File: src/rtl/gate_pkg.sv
// rtl/gate_pkg.sv - shared types and helpers for the gate responder
// Purpose: FSM state encodings and the counter-width helper used by the
//          gate_responder top and its receive deserialiser.
// Ports:   none (package).
package gate_pkg;

   typedef enum logic {T_IDLE, T_SETTLE} tx_state_t;
   typedef enum logic {R_IDLE, R_STORE}  rx_state_t;

   // Width needed to hold the values 0..n inclusive.
   function automatic int cnt_w(input int n);
      return (n < 1) ? 1 : $clog2(n + 1);
   endfunction

endpackage

File: src/rtl/gate_responder_if.sv
// rtl/gate_responder_if.sv - controller-to-gate strobe/ready bundle
// Purpose: groups the controller's broadcast strobes and the gate's ready
//          returns so the controller and each gate share one connection.
// Signals: gen_sync, tx_start, rx_pull, tx_data (controller -> gate)
//          tx_ready, rx_ready (gate -> controller)
interface gate_responder_if #(
   parameter int DATA_WIDTH = 8
);
   logic                  gen_sync;
   logic                  tx_start;
   logic                  rx_pull;
   logic [DATA_WIDTH-1:0] tx_data;
   logic                  tx_ready;
   logic                  rx_ready;

   modport master (
      output gen_sync, tx_start, rx_pull, tx_data,
      input  tx_ready, rx_ready
   );

   modport slave (
      input  gen_sync, tx_start, rx_pull, tx_data,
      output tx_ready, rx_ready
   );
endinterface

File: src/rtl/gate_rx_deser.sv
// rtl/gate_rx_deser.sv - receive deserialiser of one gate
// Purpose: samples the serial line on each pull strobe, assembles an
//          MSB-first word, publishes it with a one-cycle valid pulse.
// Ports:   i_clk, i_rst (async, active-high), i_sync (clear progress),
//          i_pull (sample strobe), i_line (serial in), o_ready (idle),
//          o_data (last word), o_valid (word pulse), o_count (bits so far)
module gate_rx_deser
   import gate_pkg::*;
#(
   parameter int DATA_WIDTH = 8
) (
   input  logic                               i_clk,
   input  logic                               i_rst,
   input  logic                               i_sync,
   input  logic                               i_pull,
   input  logic                               i_line,
   output logic                               o_ready,
   output logic [DATA_WIDTH-1:0]              o_data,
   output logic                               o_valid,
   output logic [cnt_w(DATA_WIDTH)-1:0]       o_count
);
   localparam int CW = cnt_w(DATA_WIDTH);
   localparam logic [CW-1:0] LAST_BIT = CW'(DATA_WIDTH - 1);

   rx_state_t             r_state;
   logic [DATA_WIDTH-1:0] r_shift;
   logic [DATA_WIDTH-1:0] w_shifted;

   assign w_shifted = {r_shift[DATA_WIDTH-2:0], i_line};

   always_ff @(posedge i_clk or posedge i_rst) begin
      if (i_rst) begin
         r_state <= R_IDLE;
         r_shift <= '0;
         o_ready <= 1'b1;
         o_data  <= '0;
         o_valid <= 1'b0;
         o_count <= '0;
      end else if (i_sync) begin
         // o_data is deliberately kept: it is the last completed word.
         r_state <= R_IDLE;
         o_ready <= 1'b1;
         o_valid <= 1'b0;
         o_count <= '0;
      end else begin
         o_valid <= 1'b0;
         case (r_state)
            R_IDLE: begin
               if (i_pull) begin
                  r_shift <= w_shifted;
                  o_ready <= 1'b0;
                  r_state <= R_STORE;
                  if (o_count == LAST_BIT) begin
                     o_data  <= w_shifted;
                     o_valid <= 1'b1;
                     o_count <= '0;
                  end else begin
                     o_count <= o_count + 1'b1;
                  end
               end
            end
            R_STORE: begin
               // Pulls arriving here are protocol violations and dropped.
               o_ready <= 1'b1;
               r_state <= R_IDLE;
            end
            default: r_state <= R_IDLE;
         endcase
      end
   end
endmodule

File: src/rtl/gate_responder.sv
// rtl/gate_responder.sv - per-gate responder to the sequencing controller
// Purpose: shifts a loaded word out MSB-first one bit per tx start, holding
//          tx_ready low while the line settles; receive side lives in
//          gate_rx_deser.
// Ports:   i_clk, i_rst (async, active-high), bus (slave strobe/ready
//          bundle), i_rx_line, o_tx_line, o_rx_data, o_rx_valid, o_bit_count
module gate_responder
   import gate_pkg::*;
#(
   parameter int DATA_WIDTH    = 8,
   parameter int SETTLE_CYCLES = 2
) (
   input  logic                               i_clk,
   input  logic                               i_rst,
   gate_responder_if.slave                    bus,
   input  logic                               i_rx_line,
   output logic                               o_tx_line,
   output logic [DATA_WIDTH-1:0]              o_rx_data,
   output logic                               o_rx_valid,
   output logic [cnt_w(DATA_WIDTH)-1:0]       o_bit_count
);
   localparam int CW = cnt_w(DATA_WIDTH);
   localparam int SW = cnt_w(SETTLE_CYCLES);
   localparam logic [CW-1:0] ALL_SENT    = CW'(DATA_WIDTH);
   localparam logic [SW-1:0] SETTLE_INIT = SW'(SETTLE_CYCLES);

   tx_state_t             r_tx_state;
   logic [DATA_WIDTH-1:0] r_tx_shift;
   logic [CW-1:0]         r_sent;
   logic [SW-1:0]         r_settle;

   always_ff @(posedge i_clk or posedge i_rst) begin
      if (i_rst) begin
         r_tx_state   <= T_IDLE;
         r_tx_shift   <= '0;
         r_sent       <= '0;
         r_settle     <= '0;
         o_tx_line    <= 1'b0;
         bus.tx_ready <= 1'b1;
      end else if (bus.gen_sync) begin
         r_tx_state   <= T_IDLE;
         r_tx_shift   <= bus.tx_data;
         r_sent       <= '0;
         r_settle     <= '0;
         bus.tx_ready <= 1'b1;
      end else begin
         case (r_tx_state)
            T_IDLE: begin
               if (bus.tx_start) begin
                  // Past the end of the word the gate keeps answering with
                  // zeros so the controller's ready AND never stalls.
                  if (r_sent == ALL_SENT) begin
                     o_tx_line <= 1'b0;
                  end else begin
                     o_tx_line  <= r_tx_shift[DATA_WIDTH-1];
                     r_tx_shift <= {r_tx_shift[DATA_WIDTH-2:0], 1'b0};
                     r_sent     <= r_sent + 1'b1;
                  end
                  r_settle     <= SETTLE_INIT;
                  bus.tx_ready <= 1'b0;
                  r_tx_state   <= T_SETTLE;
               end
            end
            T_SETTLE: begin
               if (r_settle == SW'(1)) begin
                  bus.tx_ready <= 1'b1;
                  r_tx_state   <= T_IDLE;
               end else begin
                  r_settle <= r_settle - 1'b1;
               end
            end
            default: r_tx_state <= T_IDLE;
         endcase
      end
   end

   gate_rx_deser #(
      .DATA_WIDTH (DATA_WIDTH)
   ) u_rx (
      .i_clk   (i_clk),
      .i_rst   (i_rst),
      .i_sync  (bus.gen_sync),
      .i_pull  (bus.rx_pull),
      .i_line  (i_rx_line),
      .o_ready (bus.rx_ready),
      .o_data  (o_rx_data),
      .o_valid (o_rx_valid),
      .o_count (o_bit_count)
   );
endmodule

File: src/flat_wrapper.sv
// flat-port wrapper written by rule: the top's interface ports become plain ports
module gate_responder_flat import gate_pkg::*;
#(
   parameter int DATA_WIDTH    = 8,
   parameter int SETTLE_CYCLES = 2
)
  (i_clk, i_rst, i_rx_line, o_tx_line, o_rx_data, o_rx_valid, o_bit_count, bus_gen_sync, bus_tx_start, bus_rx_pull, bus_tx_data, bus_tx_ready, bus_rx_ready);
  gate_responder_if #(.DATA_WIDTH(DATA_WIDTH)) bus_i ();
  input  logic i_clk;
  input  logic i_rst;
  input  logic i_rx_line;
  output logic o_tx_line;
  output logic [DATA_WIDTH-1:0] o_rx_data;
  output logic o_rx_valid;
  output logic [cnt_w(DATA_WIDTH)-1:0] o_bit_count;
  input wire logic [$bits(bus_i.gen_sync)-1:0] bus_gen_sync;
  input wire logic [$bits(bus_i.tx_start)-1:0] bus_tx_start;
  input wire logic [$bits(bus_i.rx_pull)-1:0] bus_rx_pull;
  input wire logic [$bits(bus_i.tx_data)-1:0] bus_tx_data;
  output wire logic [$bits(bus_i.tx_ready)-1:0] bus_tx_ready;
  output wire logic [$bits(bus_i.rx_ready)-1:0] bus_rx_ready;
  assign bus_i.gen_sync = bus_gen_sync;
  assign bus_i.tx_start = bus_tx_start;
  assign bus_i.rx_pull = bus_rx_pull;
  assign bus_i.tx_data = bus_tx_data;
  assign bus_tx_ready = bus_i.tx_ready;
  assign bus_rx_ready = bus_i.rx_ready;
  gate_responder #(.DATA_WIDTH(DATA_WIDTH), .SETTLE_CYCLES(SETTLE_CYCLES)) u_core (.i_clk(i_clk), .i_rst(i_rst), .bus(bus_i), .i_rx_line(i_rx_line), .o_tx_line(o_tx_line), .o_rx_data(o_rx_data), .o_rx_valid(o_rx_valid), .o_bit_count(o_bit_count));
endmodule
File: config.mk
export PLATFORM = sky130hd
export DESIGN_NAME = gate_responder_flat
export DESIGN_NICKNAME = d
export VERILOG_FILES = /design/src/rtl/gate_pkg.sv /design/src/rtl/gate_responder_if.sv /design/src/rtl/gate_rx_deser.sv /design/src/rtl/gate_responder.sv /design/src/flat_wrapper.sv
export SDC_FILE = /design/constraint.sdc
export NUM_CORES = 1
export LEC_CHECK = 0
export ABC_AREA = 1
export CAP_MARGIN = 20
export CORE_ASPECT_RATIO = 1.75
export CORE_UTILIZATION = 45
export CTS_BUF_LIST = sky130_fd_sc_hd__clkbuf_2 sky130_fd_sc_hd__clkbuf_4 sky130_fd_sc_hd__clkbuf_8
export DETAILED_ROUTE_END_ITERATION = 8
export PLACE_DENSITY = 0.76
export SKIP_CTS_REPAIR_TIMING = 1
export SLEW_MARGIN = 20
export SYNTH_ARGS = -nofsm -noshare
export SYNTH_HDL_FRONTEND = slang
export SYNTH_SLANG_ARGS = --single-unit
File: constraint.sdc
create_clock -name i_clk -period 1.4 [get_ports i_clk]
set_input_delay 0.21 -clock i_clk [delete_from_list [all_inputs] [get_ports i_clk]]
set_output_delay 0.21 -clock i_clk [all_outputs]
set_load 0.01 [all_outputs]
==> metrics.cfg, run 1 <==
[sta]
finalCritPeriodShare_pct = 95.2
fin_skew_ns = 0.00434
min_period_ns = 1.33
maxSlewViolCount = 0
fmax_ghz = 0.750
relSlewSlack_pct = 74.2
setup_violations = 0
layout_setup_ws_ns = 0.0674
hold_viol_final = 0
worstMarginPinSlew_ns = 0.384

[run_status]
outcome = finished, final reports clean

[drt]
post_drt_wl_per_cell_um = 12.0
totalWireLength_um = 3530
post-route-drc-count = 0
ant_nets = 0
vias_per_cell = 4.93
drtIter0Drc = 42
vias = 1449
drt-pass1-iter-count = 4

[die]
die_w_um = 49.8
ios = 30
die_h_um = 85.7
core_region_area_mm2 = 0.00387
start_util_pct = 46.6
num_rows = 30
dieArea_mm2 = 0.00427

[pwr]
clkPwrFrac_pct = 39.4
power.leakage_nw = 1.40
vdd_ir_drop_max_mv = 0.884
p_seq_share_pct = 45.6
p_sw_share_pct = 25.1
p_per_area_mw_per_mm2 = 1170
switchingPower_uw = 716
combPwrFrac_pct = 15.0
intPower_mw = 2.14

[clock_network]
cts_inserted_buffers = 5
clkLatencyLatePin_ns = 0.29
clockRootBuffer = clkbuf_8
clk_path_buf_depth = 2
cts_sinks = 39
htreeDepth = 2
clk_pin_slew_ns = 0.08
cts_tree = done

[yosys]
seq_area_frac_synth_pct = 54.3
syn_nets = 218
synth_cell_types = 23
syn_area_mm2 = 0.00180
synth_area_per_cell_um2 = 9.00
synthCells = 200
synth-seq-cells = 39
yosysWarnings = 0

[cells_and_area]
drive_above_1_share_pct = 19.9
nFillCells = 317
layout_commonest_cell = nand2_1
final_cell_mix = nand2_1, dfrtp_1, inv_1, nand3_1, dlymetal6s2s_1
multi_input_area_um2 = 746
area_delta_synth_final_pct = 36.0
num-nets-final = 263
ff_latch_area_um2 = 981
layout.cells.non_filler = 294
diodes = 0

[critical_path]
reg2regPathDepth = 7
path_common_cell = nand3_1
crit_fanout = 5
required_ns = 1.58
end_kind = flop
crit_arrival_ns = 1.51
criticalPathCategory = flop to flop
crit_chain = inv_1 > ha_4 > nand2_1 > nor2_4 > nor2_2 > nand3_1 > nand3_1
cp-start-kind = flop
slowest_delay_ns = 0.41
cp_slowest_cell = dfrtp_1

[placement]
io_buffer_count = 29
gp_congestion = 0.778
dp_slack_ns = -0.111
hpwl_um = 2420
dpl.cell_count = 279

[grt]
grt_pass1_vias = 1371
grt_pass1_wl_um = 5970
grt_max_degree = 40
grt-ovfl-total = 0
grt_use_total_pct = 18.4
antenna_found_initial = 0

[worst_hold_path]
hold_path.class = input pin to asynchronous set/reset pin

[job]
cap_violations = 0

## cells by family (layout without fill, tap and decap cells)
family	Yosys count	count (layout)	share of synthesized area (%)
simple gates	99	101	25.6
flops	39	39	54.3
buf+inv	29	73	7.23
compound gates	27	27	9.10
fa+ha+maj	4	4	2.78
xor+xnor	2	2	0.973
## synth_stat cells
cell type,number,area (um^2)
nand2_1,51,191
nand2_2,3,18.8
nor2_1,11,41.3
buf_6,2,22.5
nand2_4,3,33.8
o21ai_0,16,80.1
nor2_2,3,18.8
dfstp_2,2,52.6
ha_1,4,50.1
dfrtp_1,37,926
o21ai_1,1,5.00
nand3_1,23,115
nand4_1,3,18.8
o21ai_2,7,61.3
xnor2_1,1,8.76
nor2_4,2,22.5
a21oi_1,2,10.0
inv_4,1,6.26
inv_2,1,3.75
inv_1,22,82.6
buf_2,3,15.0
xor2_1,1,8.76
o211ai_1,1,7.51
## critical path: cells and delay by family, from the launching register on
family                   cells  cell delay (ns)
AND/OR/NAND/NOR              5             0.52
adder cells (fa/ha/maj)      1             0.16
buffers and inverters        1             0.13
flip-flops                   1             0.41
## worst paths after layout
kind                                     start              endpoint  slack, ns
max                           u_core.r_sent[0]  u_core.r_tx_shift[7]       0.07
min                                      i_rst   u_core.u_rx.o_valid       0.26
max reg2reg                   u_core.r_sent[0]  u_core.r_tx_shift[7]       0.07
min reg2reg                u_core.u_rx.o_ready   u_core.u_rx.o_ready       0.46
max in group asynchronous                i_rst   u_core.bus.tx_ready       0.88
min in group i_clk         u_core.u_rx.o_ready   u_core.u_rx.o_ready       0.46
## per-layer routing
metal  vias to the layer above  GRT usage [%]  wire length (um)  part of all wire (%)
met4                         0           8.57                70                   2.0
met1                       683           21.7              1410                    40
met2                        33           31.1              1880                    53
li1                        727              -                 -                     -
met3                         6           4.61               168                   4.8
met5                         -              0                 0                     0
## state kept, by name, summed over array words and instances (netlist names)
signal,flops
u_core.u_rx.o_count,4
u_core.r_tx_shift,8
u_core.u_rx.r_shift,7
u_core.u_rx.o_data,8
u_core.r_settle,2
u_core.r_tx_state,1
u_core.u_rx.o_valid,1
u_core.u_rx.r_state,1
u_core.bus.tx_ready,1
u_core.r_sent,4
u_core.o_tx_line,1
u_core.u_rx.o_ready,1
## through the flow
stage	total power [mW]	setup TNS [ns]	hold slack [ns]	utilization (%)	area, um^2
2_1_floorplan	1.55	0	0.328	-	1800
3_3_place_gp	1.70	-1.19	0.451	56.3	2180
3_5_place_dp	1.71	-1.74	0.459	56.3	2180
4_1_cts	2.83	-0.850	0.270	59.9	2310
5_1_grt	3.00	-0.0413	0.297	63.3	2450
6_report	2.86	0	0.259	63.3	2450
## final cells by class
cell class | instances | area share [%]
sequential | 39 | 40.1
multi-input combinational | 134 | 30.5
tap | 48 | 2.45
clock buffer | 5 | 2.81
inverter | 24 | 3.78
clock inverter | 3 | 2.76
timing repair buffer | 41 | 17.7
## power by group through the flow
| stage | logic [mW] | clock network, mW | registers [mW] |
|---|---|---|---|
| global route | 0.487 | 1.19 | 1.32 |
| global placement | 0.374 | 0 | 1.32 |
| floorplan | 0.233 | 0 | 1.32 |
| finish | 0.428 | 1.13 | 1.30 |
| CTS | 0.385 | 1.15 | 1.30 |
| detailed placement | 0.382 | 0 | 1.33 |
Note: power is estimated with default switching activity, not from simulation.
==> run 2, diff against run 1 <==
- GPL_ROUTABILITY_DRIVEN: not set -> 0
- clock period: 1.4 -> 1.6 ns (I/O delays scaled with it)
==> run 2 against run 1 <==
Against the previous run:
- global-route usage is 0.60 points lower
- core utilization down 3.9 points
- power decreased by 15%
- largest power group unchanged
- worst hold slack better by 0.027 ns
- first-iteration DRC count is 17% lower
- routed wire length decreased by 4.5%
- critical endpoint is now o_bit_count[3]
- non-clock buffer count is 8 lower
- via count decreased by 3.9%
- sequential power down 12%
==> metrics.cfg, run 2 (synthesis results as in run 1) <==
[grt]
grt_use_total_pct = 17.8  ; -0.60 points
grt_max_degree = 40  ; unchanged
antenna_found_initial = 0  ; unchanged
grt_pass1_vias = 1339  ; -2.3%
grt-ovfl-total = 0  ; unchanged
grt_pass1_wl_um = 5790  ; -3.0%

[critical_path]
crit_arrival_ns = 1.29  ; -0.22 ns
criticalPathCategory = flop to output pin
cp_slowest_cell = clkdlybuf4s50_1
end_kind = output pin
required_ns = 1.36  ; -0.22 ns
slowest_delay_ns = 0.57  ; +0.16 ns
critPathBufInv = 1  ; unchanged
cp-start-kind = flop
cp_top_family = buffers and inverters
crit_fanout = 4  ; -1
crit_chain = clkdlybuf4s50_1

[cells_and_area]
layout.cells.non_filler = 284  ; -3.4%
layout_commonest_cell = nand2_1
drive_above_1_share_pct = 14.4  ; -5.5 points
area_delta_synth_final_pct = 27.6
diodes = 0  ; unchanged
reg.largest.list = u_core.r_tx_shift (8), u_core.u_rx.o_data (8), u_core.u_rx.r_shift (7)
num-nets-final = 253  ; -3.8%
nFillCells = 321  ; +1.3%
final_cell_mix = nand2_1, dfrtp_1, clkdlybuf4s50_1
stdcell_area_mm2 = 0.00230  ; -6.2%

[sta]
finalCritPeriodShare_pct = 95.4
maxSlewViolCount = 0  ; unchanged
worstMarginPinSlew_ns = 0.343  ; -0.0418 ns
setup_violations = 0  ; unchanged
relSlewSlack_pct = 76.9  ; +2.7 points
hold_viol_final = 0  ; unchanged
min_period_ns = 1.53
fmax_ghz = 0.655
fin_skew_ns = 0.00680  ; +0.00246 ns
grt_setup_unrepaired = false

[drt]
vias = 1392  ; -3.9%
post_drt_wl_per_cell_um = 11.9  ; -1.1%
drtIter0Drc = 35  ; -17%
ant_nets = 0  ; unchanged
vias_per_cell = 4.90  ; -0.55%
post-route-drc-count = 0  ; unchanged
totalWireLength_um = 3370  ; -4.5%
drt-pass1-iter-count = 5  ; +1

[pwr]
power.leakage_nw = 1.12  ; -20%
vdd_ir_drop_max_mv = 0.966  ; +9.3%
p_per_area_mw_per_mm2 = 1060  ; -9.2%

[clock_network]
cts_tree = done
clk_pin_slew_ns = 0.08  ; about the same
cts_sinks = 39  ; unchanged
clkLatencyLatePin_ns = 0.29  ; about the same
clockRootBuffer = clkbuf_8
htreeDepth = 2  ; unchanged
clk_path_buf_depth = 2  ; unchanged
cts_inserted_buffers = 5  ; unchanged

[placement]
io_buffer_count = 29  ; unchanged
hpwl_um = 2430  ; +0.30%
dpl.cell_count = 276  ; -1.1%
placed_cell_area_mm2 = 0.00216  ; -1.0%

[worst_hold_path]
hold_path.class = input pin to asynchronous set/reset pin

[run_status]
outcome = finished, final reports clean

[die]
core_region_area_mm2 = 0.00387  ; unchanged
die_h_um = 85.7  ; unchanged
start_util_pct = 46.6  ; unchanged
num_rows = 30  ; unchanged
dieArea_mm2 = 0.00427  ; unchanged
ios = 30  ; unchanged
die_w_um = 49.8  ; unchanged

[job]
cap_violations = 0  ; unchanged

[run 2: cell count changes in the layout (fill, tap and decap cells not counted), moves of 2 or more]
| cell | delta |
|---|---|
| buf_4 | -8 |
| clkdlybuf4s50_1 | +14 |
| o21ai_0 | +3 |
| dlymetal6s2s_1 | -14 |
| o21ai_1 | -3 |
| dfrtp_1 | +2 |
| dfrtp_2 | -2 |
[run 2: where the power goes]
part	switching [mW]	internal, mW	leakage, nW
sequential	0.0583	1.08	0.510
combinational	0.189	0.136	0.546
clock	0.344	0.622	0.0644
total	0.591	1.84	1.12
[run 2: layout make-up]
type                       instances  area [um^2]  share of cell area [%]
multi-input combinational        132          692                    30.1
inverter                          24         92.6                    4.03
clock inverter                     3         67.6                    2.94
sequential                        39          978                    42.6
timing repair buffer              33          338                    14.7
tap                               48         60.1                    2.61
clock buffer                       5         68.8                    3.00
[run 2: metal layers]
metal | track usage, % | share of wire (%) | up-vias
met3 | 4.08 | 4.6 | 4
li1 | - | - | 704
met5 | 0 | 0 | -
met4 | 7.79 | 0.80 | 0
met2 | 31.4 | 54 | 38
met1 | 20.1 | 41 | 646
[run 2: worst paths after layout]
path / startpoint / to / slack, ns / cells after the start
max: u_core.u_rx.o_count[3] / o_bit_count[3] / 0.07 / 1
min: i_rst / u_core.u_rx.o_valid / 0.29 / 3
max reg2reg: u_core.r_sent[0] / u_core.r_sent[2] / 0.23 / 6
min reg2reg: u_core.u_rx.o_ready / u_core.u_rx.o_ready / 0.46 / 2
max in group asynchronous: i_rst / u_core.bus.tx_ready / 1.05 / 3
min in group i_clk: u_core.u_rx.o_ready / u_core.u_rx.o_ready / 0.46 / 2
[run 2: per-stage QoR]
stage | hold slack [ns] | total power [mW] | TNS [ns] | setup slack (ns) | util, %
after global placement | 0.451 | 1.48 | 0 | 0.0726 | 55.8
after floorplan | 0.358 | 1.36 | 0 | 0.345 | -
after global routing | 0.326 | 2.55 | 0 | 0.00363 | 59.4
final | 0.286 | 2.43 | 0 | 0.0733 | 59.4
after CTS | 0.292 | 2.47 | -0.0254 | -0.0254 | 59.3
after detailed placement | 0.452 | 1.49 | 0 | 0.0326 | 55.8
